--- config.mk ---
export PLATFORM = sky130hd
export DESIGN_NAME = alu_ext_ops
export DESIGN_NICKNAME = d
export VERILOG_FILES = /design/src/rtl/alu_pkg.sv /design/src/rtl/alu_ext_mult8.sv /design/src/rtl/alu_ext_ops.sv
export SDC_FILE = /design/constraint.sdc
export NUM_CORES = 1
export LEC_CHECK = 0
export CAP_MARGIN = 25
export CORE_UTILIZATION = 45
export DETAILED_ROUTE_END_ITERATION = 10
export GPL_ROUTABILITY_DRIVEN = 0
export PLACE_DENSITY = 0.71
export SETUP_SLACK_MARGIN = 0.02
export SYNTH_ARGS = -nofsm -noshare
export SYNTH_HDL_FRONTEND = slang
export SYNTH_SLANG_ARGS = --single-unit
export TNS_END_PERCENT = 10
--- constraint.sdc ---
create_clock -name CLK -period 7.58 [get_ports CLK]
set_clock_uncertainty 0.15 [all_clocks]
set_input_delay 1.137 -clock CLK [delete_from_list [all_inputs] [get_ports CLK]]
set_output_delay 1.137 -clock CLK [all_outputs]
set_load 0.005 [all_outputs]
--- src/rtl/alu_pkg.sv ---
// ============================================================================
// Package     : alu_pkg
// Description : Shared opcode map and widths for the extended ALU operations.
// Revision    : 1.0 - initial release
// ============================================================================
`default_nettype none

package alu_pkg;

  // Native datapath width.
  parameter int DATA_W = 8;

  // Rotate amount width for the native datapath (log2 of DATA_W).
  localparam int SHAMT_W = 3;

  // SELECT encodings. These follow the basic ALU opcode map.
  localparam logic [2:0] OP_MULT = 3'b100;
  localparam logic [2:0] OP_SRA  = 3'b110;
  localparam logic [2:0] OP_ROR  = 3'b111;

endpackage : alu_pkg

`default_nettype wire

--- src/rtl/alu_ext_mult8.sv ---
// ============================================================================
// Module      : alu_ext_mult8
// Description : Combinational shift-add array multiplier; returns the low
//               WIDTH bits of the unsigned product.
// Revision    : 1.0 - initial release
// ============================================================================
`default_nettype none

module alu_ext_mult8 #(
  parameter int WIDTH = 8
) (
  input  logic [WIDTH-1:0] i_a,
  input  logic [WIDTH-1:0] i_b,
  output logic [WIDTH-1:0] o_p
);

  logic [WIDTH-1:0] w_acc;

  // Accumulate one shifted copy of i_a per set bit of i_b; carries beyond
  // WIDTH fall off, which is exactly the low-byte product.
  always_comb begin
    w_acc = '0;
    for (int i = 0; i < WIDTH; i++) begin
      if (i_b[i]) begin
        w_acc = w_acc + (i_a << i);
      end
    end
  end

  assign o_p = w_acc;

endmodule : alu_ext_mult8

`default_nettype wire

--- src/rtl/alu_ext_ops.sv ---
// ============================================================================
// Module      : alu_ext_ops
// Description : Registered extended-operation unit: unsigned multiply (low
//               bits), rotate right, arithmetic shift right. One-cycle
//               latency with a valid strobe.
//               Optional macro ALU_EXT_ZERO_FLAG_EN adds a registered ZERO
//               output that flags a 0 result.
// Revision    : 1.0 - initial release
// ============================================================================
`default_nettype none

module alu_ext_ops
  import alu_pkg::*;
#(
  parameter int WIDTH = DATA_W
) (
  input  logic             CLK,
  input  logic             RESET,
  input  logic             IN_VALID,
  input  logic [WIDTH-1:0] DATA1,
  input  logic [WIDTH-1:0] DATA2,
  input  logic [2:0]       SELECT,
  output logic [WIDTH-1:0] RESULT,
`ifdef ALU_EXT_ZERO_FLAG_EN
  output logic             ZERO,
`endif
  output logic             OUT_VALID
);

  // Rotate/shift amount width: the package value for the native width,
  // otherwise derived from WIDTH.
  localparam int c_SHAMT_W = (WIDTH == DATA_W) ? SHAMT_W :
                             ((WIDTH > 1) ? $clog2(WIDTH) : 1);
  localparam logic [WIDTH-1:0] c_WIDTH_V = WIDTH[WIDTH-1:0];

  logic [WIDTH-1:0]   w_mult;
  logic [c_SHAMT_W-1:0] w_amt;
  logic [2*WIDTH-1:0] w_ror_wide;
  logic [WIDTH-1:0]   w_ror;
  logic               w_sra_sat;
  logic [WIDTH-1:0]   w_sra;
  logic [WIDTH-1:0]   w_next;

  logic [WIDTH-1:0]   r_result;
  logic               r_valid;

  alu_ext_mult8 #(
    .WIDTH (WIDTH)
  ) u_mult (
    .i_a (DATA1),
    .i_b (DATA2),
    .o_p (w_mult)
  );

  // Low bits of DATA2 serve as the rotate amount (mod WIDTH) and as the
  // in-range arithmetic shift amount.
  assign w_amt = DATA2[c_SHAMT_W-1:0];

  // Rotate right: shift a doubled copy and keep the low half.
  assign w_ror_wide = {DATA1, DATA1} >> w_amt;
  assign w_ror      = w_ror_wide[WIDTH-1:0];

  // Arithmetic shift uses the full unsigned DATA2; any amount of WIDTH or
  // more saturates to the replicated sign bit.
  assign w_sra_sat = (DATA2 >= c_WIDTH_V);

  // Select sign-fill or the in-range arithmetic shift.
  always_comb begin
    w_sra = $signed(DATA1) >>> w_amt;
    if (w_sra_sat) begin
      w_sra = {WIDTH{DATA1[WIDTH-1]}};
    end
  end

  // Result mux; unsupported opcodes produce zero.
  always_comb begin
    w_next = '0;
    case (SELECT)
      OP_MULT: w_next = w_mult;
      OP_SRA:  w_next = w_sra;
      OP_ROR:  w_next = w_ror;
      default: w_next = '0;
    endcase
  end

  // Result register: reset clears, accepted ops load, idle cycles hold.
  always_ff @(posedge CLK) begin
    if (RESET) begin
      r_result <= '0;
      r_valid  <= 1'b0;
    end else begin
      r_valid <= IN_VALID;
      if (IN_VALID) begin
        r_result <= w_next;
      end
    end
  end

  assign RESULT    = r_result;
  assign OUT_VALID = r_valid;

`ifdef ALU_EXT_ZERO_FLAG_EN
  logic r_zero;

  // Zero flag tracks the result register: same reset, load and hold.
  always_ff @(posedge CLK) begin
    if (RESET) begin
      r_zero <= 1'b0;
    end else if (IN_VALID) begin
      r_zero <= (w_next == '0);
    end
  end

  assign ZERO = r_zero;
`else
`endif

endmodule : alu_ext_ops

`default_nettype wire

==> summary.md, run 1 <==
| Metric | Value |
|---|---|
| Leakage | 1.28 nW |
| Synth cell types | 61 |
| First-pass GRT wire length | 9.94 mm |
| DR pass1 iterations | 4 |
| FF/Latch Area | 180 um2 |
| Gr ovfl total | 0 |
| Worst path max stage delay | 0.52 ns |
| Worst EP arrival | 7.22 ns |
| Status | finished clean |
| Vias per inst | 5.94 |
| Drt drc | 0 |
| Filler cell count | 383 |
| Area delta synth->final | 36.1% |
| Reg2reg setup slack | 6.36 ns |
| Initial antenna violation count | 0 |
| Row cnt | 24 |
| Crit-path leading delay family | adder cells |
| Chip height | 70.3 um |
| Root Buffer | clkbuf_8 |
| Nets | 378 |
| Crit path buf inv count | 3 |
| Critical path required time | 7.55 ns |
| Clock Pin Slew Worst Setup and Hold Paths | 0.05 ns |
| Met2 Resource Use GR | 40.7% |
| Area contributors post-synth | ha_1 (11%), mux2i_1 (10%), dfxtp_1 (8.6%) |
| Clock Path Buffers | 2 |
| Synth Flop Type | dfxtp_1 |
| CP max FO | 2 |
| CTS tree | built |
| EDFF count, synth | 0 |
| Crit share post-route | 95.7% |
| FMAX | 0.138 GHz |
| Initial core utilization | 47.6% |
| Area leader, netlist | ha_1 |
| YS warnings | 0 |
| Post-Syn Instances | 273 |
| DR iter-0 viols | 191 |
| Port Buffers | 30 |
| Synth Register Bits | 9 |
| VDD IR max | 0.104 mV |
| Io pins | 31 |
| Total CTS buffers | 3 |
| Slowest-stage cell, CP | fa_1 |
| GRT met3 Usage | 4.33% |
| CTS H-tree depth | 1 |
| Wire length per cell | 15.5 um |
| Area share of the largest cell type after synthesis | 11.3% |
| Final Hold Fails | 0 |
| Largest net degree at the start of global routing | 30 |
| Final setup vio count | 0 |
| Core Footprint | 0.00441 mm2 |
| Period minus WS final | 7.26 ns |
| Min-delay worst type | reg -> reg |
| Clock sink count | 9 |
| Clock Latency Late Sink | 0.25 ns |
| Avg Cell Area, Syn | 7.69 um2 |
| Final core utilization | 64.7% |
| Async SR Flop Fraction | 0% |
| Area of the multi-input gates | 0.00192 mm2 |
| PD cells | 140 mW/mm2 |
| Total track usage | 24.7% |
| Layer with the highest usage | met2 |
| Met1 usage | 33.4% |
| Max cap viols | 0 |
| Synth Cell Area | 0.00210 mm2 |
| Setup CP Type | in -> reg |
| Die ar. | 0.00494 mm2 |
| Seq/Total Area, Yosys | 8.58% |
| Slew @ Worst Pin | 0.757 ns |
| # diodes | 0 |
| Share of cells above drive strength 1 | 26.6% |
| Vias in the first global route | 2122 |
| DRT antenna net count | 0 |
| Final Max Tran Viols | 0 |
| Final wirelength | 5.95 mm |
| Die width | 70.3 um |
| Fin Hold WS | 0.309 ns |
| Nature of the critical path endpoint | flop |
| Setup WS post-layout | 0.323 ns |
| CP Launch Type | input pin |
| Post-DP HPWL | 4.43 mm |
| Syn nets | 319 |
| Routed vias | 2274 |
| Pre-CTS WS | -0.551 ns |
| Slew headroom | 49.4% |
synthesized netlist by cell type, drive strengths merged (2+ instances only):
library cell / number
a211oi: 3
a21o: 8
a21oi: 21
a22oi: 2
a31oi: 3
and2: 3
buf: 9
clkbuf: 6
dfxtp: 9
fa: 5
ha: 19
inv: 13
maj3: 2
mux2: 9
mux2i: 21
nand2: 29
nand2b: 5
nand3: 5
nand4: 3
nor2: 17
nor2b: 2
nor3: 8
nor3b: 2
nor4: 2
o211ai: 2
o21a: 4
o21ai: 19
o221ai: 3
o311a: 2
or4: 2
xnor2: 10
xnor3: 2
xor2: 6
final timing paths:
kind,startpoint,to,cells past startpoint
min reg2reg,RESULT[1]$_SDFFE_PP0P_,RESULT[1]$_SDFFE_PP0P_,2
min,RESULT[1]$_SDFFE_PP0P_,RESULT[1]$_SDFFE_PP0P_,2
max reg2reg,RESULT[5]$_SDFFE_PP0P_,RESULT[5]$_SDFFE_PP0P_,4
max,DATA1[1],RESULT[7]$_SDFFE_PP0P_,28
report_power, final:
group	switching, mW	internal, mW	total [mW]
Combinational	0.135	0.155	0.290
Sequential	0.000755	0.0490	0.0498
Clock	0.0221	0.0369	0.0590
Total	0.158	0.241	0.399
per-layer routing:
layer / routed length [um] / share of wire [%]
met4: 96 / 1.6
met2: 2810 / 47
met3: 436 / 7.3
met1: 2600 / 44
met5: 0 / 0
cells by family (layout without fill, tap and decap cells):
group / after synthesis / in the layout / share of synthesized area [%]
AO/OA/AOI/OAI: 76 / 76 / 24.4
XOR/XNOR: 18 / 18 / 8.82
adder cells (fa/ha/maj): 26 / 26 / 17.1
buffers and inverters: 29 / 87 / 6.14
flip-flops: 9 / 9 / 8.58
multiplexers: 30 / 30 / 14.8
AND/OR/NAND/NOR: 85 / 85 / 20.1
final cells by class:
cell class,count,area share [%]
Multi-Input combinational cell,235,67.3
Timing Repair Buffer,69,20.7
Sequential cell,9,6.31
Tap cell,52,2.28
Inverter,14,1.84
Clock buffer,4,1.58
metrics by stage:
| stage | total power [mW] | std cells | cell area, um2 | TNS, ns |
|---|---|---|---|---|
| finish | 0.399 | 383 | 2860 | 0 |
| global route | 0.432 | 383 | 2860 | -0.0119 |
| CTS | 0.376 | 378 | 2750 | 0 |
| detailed placement | 0.298 | 369 | 2610 | -0.551 |
| global placement | 0.293 | 369 | 2610 | -0.388 |
| floorplan | 0.219 | 273 | 2110 | 0 |
worst min-delay path, cell delays in order (launching register included):
cell and delay, ns:
dfxtp_1 0.30, nand2_1 0.05, a21oi_1 0.05
registers in the layout, indices dropped and copies added (netlist names):
signal / count
RESULT: 8
OUT_VALID: 1
layout by cell type, fill, tap and decap left out, types with 3 or more instances in the layout:
cell type and instances:
buf_4 39, nand2_1 27, clkdlybuf4s50_1 26, mux2i_1 19, nor2_1 17, a21oi_1 16, o21ai_0 15, inv_1 12
ha_1 12, dfxtp_1 9, a21o_1 8, xnor2_1 8, mux2_2 7, nor3_1 7, a21oi_2 5, xor2_1 5
nand3_1 5, nand2b_1 5, o21a_1 4, ha_4 4, o21ai_2 3, a31oi_1 3, nand4_1 3, fa_1 3
ha_2 3, clkbuf_8 3
timing repair:
item,CTS,global route
hold buffers,0,0
buffers inserted,5,5
pin swaps,14,28
endpoints found under the setup margin,1,2
resized for setup,18,17
No activity file was read; power rests on OpenSTA's default activity.
==> inputs of run 2 (changes only) <==
CTS_BUF_LIST = sky130_fd_sc_hd__clkbuf_2   (was not set)
==> run 2 against run 1 <==
Wire length shrank 1.5%. Critical path depth is the same. Final cell count is the same. Clock-buffer cell count is the same. Setup slack lost 0.011 ns. Via count shrank 1.5%. Register-to-register slack is essentially flat. Flip-flop and latch count is the same. Die area is the same. First-iteration DRC count shrank 26%. Clock power shrank 46%.
==> summary.md, run 2 (synthesis results as in run 1) <==
| Metric | Value |
|---|---|
| Final Max Tran Viols | 0 |
| Nature of the critical path endpoint | flop |
| Chip height | 70.3 um |
| Switching portion of total power | 41.6% |
| FMAX | 0.138 GHz |
| VDD IR max | 0.112 mV |
| Nets | 378 |
| Crit share post-route | 95.9% |
| Leakage | 1.26 nW |
| # diodes | 0 |
| Clock Latency Late Sink | 0.26 ns |
| Sequential share of power | 13.7% |
| Final setup vio count | 0 |
| Max cap viols | 0 |
| Slew @ Worst Pin | 0.710 ns |
| CTS tree | built |
| Routed vias | 2239 |
| Row cnt | 24 |
| Die ar. | 0.00494 mm2 |
| Initial core utilization | 47.6% |
| Most frequent cells in the layout | buf_4 (39), nand2_1 (27), clkdlybuf4s50_1 (26) |
| Total CTS buffers | 3 |
| Int Power | 0.212 mW |
| Wire length per cell | 15.3 um |
| CP Launch Type | input pin |
| Unrepaired setup endpoints after global routing | false |
| Vias per inst | 5.85 |
| Largest net degree at the start of global routing | 30 |
| Area delta synth->final | 32.5% |
| PD cells | 130 mW/mm2 |
| Clock sink count | 9 |
| Worst EP arrival | 7.25 ns |
| Critical path required time | 7.57 ns |
| Clock power share | 8.8% |
| Io pins | 31 |
| Share of cells above drive strength 1 | 25.7% |
| DRT antenna net count | 0 |
| Min-delay worst type | reg -> reg |
| Reg2reg setup slack | 6.35 ns |
| R2R depth | 4 |
| Vias in the first global route | 2076 |
| Total track usage | 23.8% |
| CTS H-tree depth | 1 |
| Port Buffers | 30 |
| Clock Path Buffers | 2 |
| Die width | 70.3 um |
| Slew headroom | 52.6% |
| Setup CP Type | in -> reg |
| First-pass GRT wire length | 9.67 mm |
| Commonest non-fill, non-tap cell in the layout | buf_4 |
| Final Hold Fails | 0 |
| Combinational Power Share | 77.5% |
| CP max FO | 2 |
| Final core utilization | 63.0% |
| Worst hold path depth | 2 |
| DR iter-0 viols | 141 |
| NetSw | 0.151 mW |
| Design Area, Final | 0.00278 mm2 |
| Initial antenna violation count | 0 |
| Filler cell count | 401 |
| Placed Area | 0.00261 mm2 |
| Max reg flops | 8 |
| DR pass1 iterations | 4 |
| Status | finished clean |
| Final wirelength | 5.86 mm |
| Hold-fix buffers at CTS | 0 |
| Gr ovfl total | 0 |
| Period minus WS final | 7.27 ns |
| Root Buffer | clkbuf_2 |
| Post-DP HPWL | 4.43 mm |
| Core Footprint | 0.00441 mm2 |
| Drt drc | 0 |
| Clock Pin Slew Worst Setup and Hold Paths | 0.10 ns |
run 2: cell count changes in the layout (fill, tap and decap cells not counted), sizes merged:
cell and change:
dlygate4sd2 -1, dlymetal6s2s +1
run 2: layer usage:
layer	vias to the layer above	routed length, um	share of wire [%]	track usage [%]
met1	1065	2750	47	33.7
li1	1109	-	-	-
met3	4	309	5.3	2.89
met2	61	2760	47	40.0
met5	-	0	0	0
met4	0	40	0.68	1.78
run 2: area by class of cell:
| type | count | area (um2) | area share [%] |
|---|---|---|---|
| tap | 52 | 65.1 | 2.34 |
| timing repair buffer | 69 | 596 | 21.4 |
| sequential | 9 | 180 | 6.47 |
| inverter | 14 | 52.6 | 1.89 |
| clock buffer | 4 | 20.0 | 0.719 |
| multi-input combinational | 235 | 1870 | 67.2 |
run 2: what timing repair did:
action,in CTS,in global routing
pin swaps,11,19
resized for setup,9,17
buffers inserted,5,5
endpoints found under the setup margin,1,2
run 2: power groups by stage:
stage,logic (mW),clock network (mW),registers (mW)
finish,0.281,0.0319,0.0496
global route,0.309,0.0353,0.0498
CTS,0.259,0.0320,0.0496
detailed placement,0.247,0,0.0507
global placement,0.242,0,0.0506
floorplan,0.168,0,0.0508
run 2: stage by stage:
stage          total power [mW]  setup WS [ns]  hold WS [ns]  setup TNS (ns)  cells
5_1_grt                   0.394        0.00145         0.350               0    383
4_1_cts                   0.341         0.0225         0.317               0    378
2_1_floorplan             0.219         0.0310         0.303               0    273
6_report                  0.363          0.313         0.316               0    383
3_3_place_gp              0.293         -0.388         0.297          -0.388    369
3_5_place_dp              0.298         -0.551         0.304          -0.551    369
run 2: path summary, 6_finish.rpt:
path,start,end
setup / recovery,DATA1[1],RESULT[7]$_SDFFE_PP0P_
hold / removal,RESULT[1]$_SDFFE_PP0P_,RESULT[1]$_SDFFE_PP0P_
setup reg to reg,RESULT[5]$_SDFFE_PP0P_,RESULT[5]$_SDFFE_PP0P_
hold reg to reg,RESULT[1]$_SDFFE_PP0P_,RESULT[1]$_SDFFE_PP0P_
run 2: worst max-delay path, stage by stage:
cell,delay [ns]
dlymetal6s2s_1,0.13
and2_4,0.16
ha_2,0.17
inv_1,0.08
fa_2,0.44
mux2i_2,0.20
ha_2,0.23
inv_1,0.06
fa_2,0.44
mux2i_2,0.20
ha_2,0.24
fa_1,0.45
mux2_2,0.29
ha_2,0.18
fa_1,0.45
mux2_2,0.28
ha_2,0.18
fa_1,0.52
nand2_2,0.07
o21ai_2,0.07
ha_2,0.18
xor2_1,0.14
nand2_1,0.08
xnor3_1,0.19
xnor2_1,0.18
xnor3_1,0.24
xnor2_1,0.13
o2bb2ai_1,0.12
==> inputs of run 3 (changes only) <==
CORE_MARGIN = 2   (was not set)
CTS_CLUSTER_DIAMETER = 30   (was not set)
==> run 3 against run 2 <==
Core utilization shrank 0.26 points. Critical endpoint unchanged. Cell area shrank 0.40%. Critical path type unchanged. Largest power group unchanged. Flip-flop and latch count is the same. Register-to-register slack lost 0.05 ns.
==> summary.md, run 3 (synthesis results as in run 1) <==
| Metric | Value |
|---|---|
| Setup TNS | 0 ns |
| Crit share post-route | 96.1% |
| Crit-path leading delay family | adder cells |
| Largest net degree at the start of global routing | 30 |
| Filler cell count | 401 |
| Commonest non-fill, non-tap cell in the layout | buf_4 |
| Max cap viols | 0 |
| Area delta synth->final | 32.0% |
| Drt drc | 0 |
| CTS tree | built |
| Area of the multi-input gates | 0.00186 mm2 |
| Sequential share of power | 14.0% |
| Final Hold Fails | 0 |
| Final core utilization | 62.8% |
| DRT antenna net count | 0 |
| Final setup vio count | 0 |
| FMAX | 0.137 GHz |
| Setup CP Type | in -> reg |
| Clock Pin Slew Worst Setup and Hold Paths | 0.10 ns |
| Clock Path Buffers | 2 |
| Critical path required time | 7.58 ns |
| Int Power | 0.207 mW |
| Slowest-stage cell, CP | fa_1 |
| Worst EP arrival | 7.29 ns |
| Root Buffer | clkbuf_2 |
| Io pins | 31 |
| Core Footprint | 0.00441 mm2 |
| Period minus WS final | 7.29 ns |
| Routed vias | 2213 |
| CP max FO | 4 |
| Min-delay worst type | reg -> reg |
| Fin Hold WS | 0.316 ns |
| Initial antenna violation count | 0 |
| Design Power | 0.354 mW |
| Vias in the first global route | 2068 |
| Initial core utilization | 47.6% |
| Gr ovfl total | 0 |
| Chip height | 72.3 um |
| Combinational Power Share | 77.3% |
| # diodes | 0 |
| Clock Latency Late Sink | 0.25 ns |
| Leakage | 1.26 nW |
| Die width | 72.3 um |
| Crit path buf inv count | 3 |
| CP Launch Type | input pin |
| Total CTS buffers | 3 |
| Total track usage | 23.3% |
| Die ar. | 0.00523 mm2 |
| Port Buffers | 30 |
| FF/Latch Area | 180 um2 |
| First-pass GRT wire length | 9.83 mm |
| Share of cells above drive strength 1 | 24.4% |
| CTS H-tree depth | 1 |
| Final Max Tran Viols | 0 |
| Worst hold path depth | 2 |
| Vias per inst | 5.76 |
| Slew headroom | 49.2% |
| Nature of the critical path endpoint | flop |
| Wire length per cell | 15.2 um |
| R2R depth | 4 |
| WP depth | 28 |
| Clock power share | 8.7% |
| Nets | 379 |
| Most used cell, CP | ha_2 |
| PD cells | 128 mW/mm2 |
| Placed Area | 0.00265 mm2 |
| DR iter-0 viols | 136 |
| Max reg flops | 8 |
| Hold-fix buffers at CTS | 0 |
| Slew @ Worst Pin | 0.754 ns |
| DR pass1 iterations | 4 |
| Switching portion of total power | 41.5% |
| Status | finished clean |
| Worst path max stage delay | 0.48 ns |
| Row cnt | 24 |
| Design Area, Final | 0.00277 mm2 |
| Final wirelength | 5.84 mm |
| VDD IR max | 0.110 mV |
| Clock sink count | 9 |
| NetSw | 0.147 mW |
| Post-DP HPWL | 4.56 mm |
| Most frequent cells in the layout | buf_4 (40), nand2_1 (28), clkdlybuf4s50_1 (26) |
| Unrepaired setup endpoints after global routing | false |
[run 3: final cells by class]
class	count	area share [%]
sequential	9	6.50
tap	52	2.35
clock inverter	1	0.181
inverter	14	1.90
clock buffer	3	0.542
timing repair buffer	70	21.5
multi-input combinational	235	67.0
[run 3: per-stage QoR]
step	instances	setup slack (ns)
final	384	0.294
after global routing	384	0.0328
after CTS	379	0.0796
after detailed placement	374	-0.566
after global placement	374	-0.520
after floorplan	273	0.0310
[run 3: power by group through the flow]
stage	clock, mW	combinational, mW	sequential, mW
floorplan	0	0.168	0.0508
global placement	0	0.248	0.0506
detailed placement	0	0.252	0.0506
CTS	0.0312	0.256	0.0495
global route	0.0339	0.304	0.0498
finish	0.0306	0.274	0.0495
[run 3: routing by layer]
layer,track usage [%],share of wire (%)
met5,0,0
met3,2.50,3.9
met1,32.4,46
met2,40.5,50
met4,1.89,0.67
[run 3: tightest hold or removal path, cell delays in order (launching register included)]
cell and delay (ns):
dfxtp_1 0.32, nand2_1 0.05, a21oi_1 0.05
[run 3: what timing repair did]
action,CTS,global route
endpoints found under the setup margin,1,2
resized for setup,6,16
pin swaps,7,13
setup buffers,1,5
[run 3: path summary, 6_finish.rpt]
kind                          startpoint                     end  slack, ns
setup / recovery                DATA1[1]  RESULT[7]$_SDFFE_PP0P_       0.29
hold reg to reg   RESULT[1]$_SDFFE_PP0P_  RESULT[1]$_SDFFE_PP0P_       0.32
hold / removal    RESULT[1]$_SDFFE_PP0P_  RESULT[1]$_SDFFE_PP0P_       0.32
setup reg to reg  RESULT[5]$_SDFFE_PP0P_  RESULT[5]$_SDFFE_PP0P_       6.30
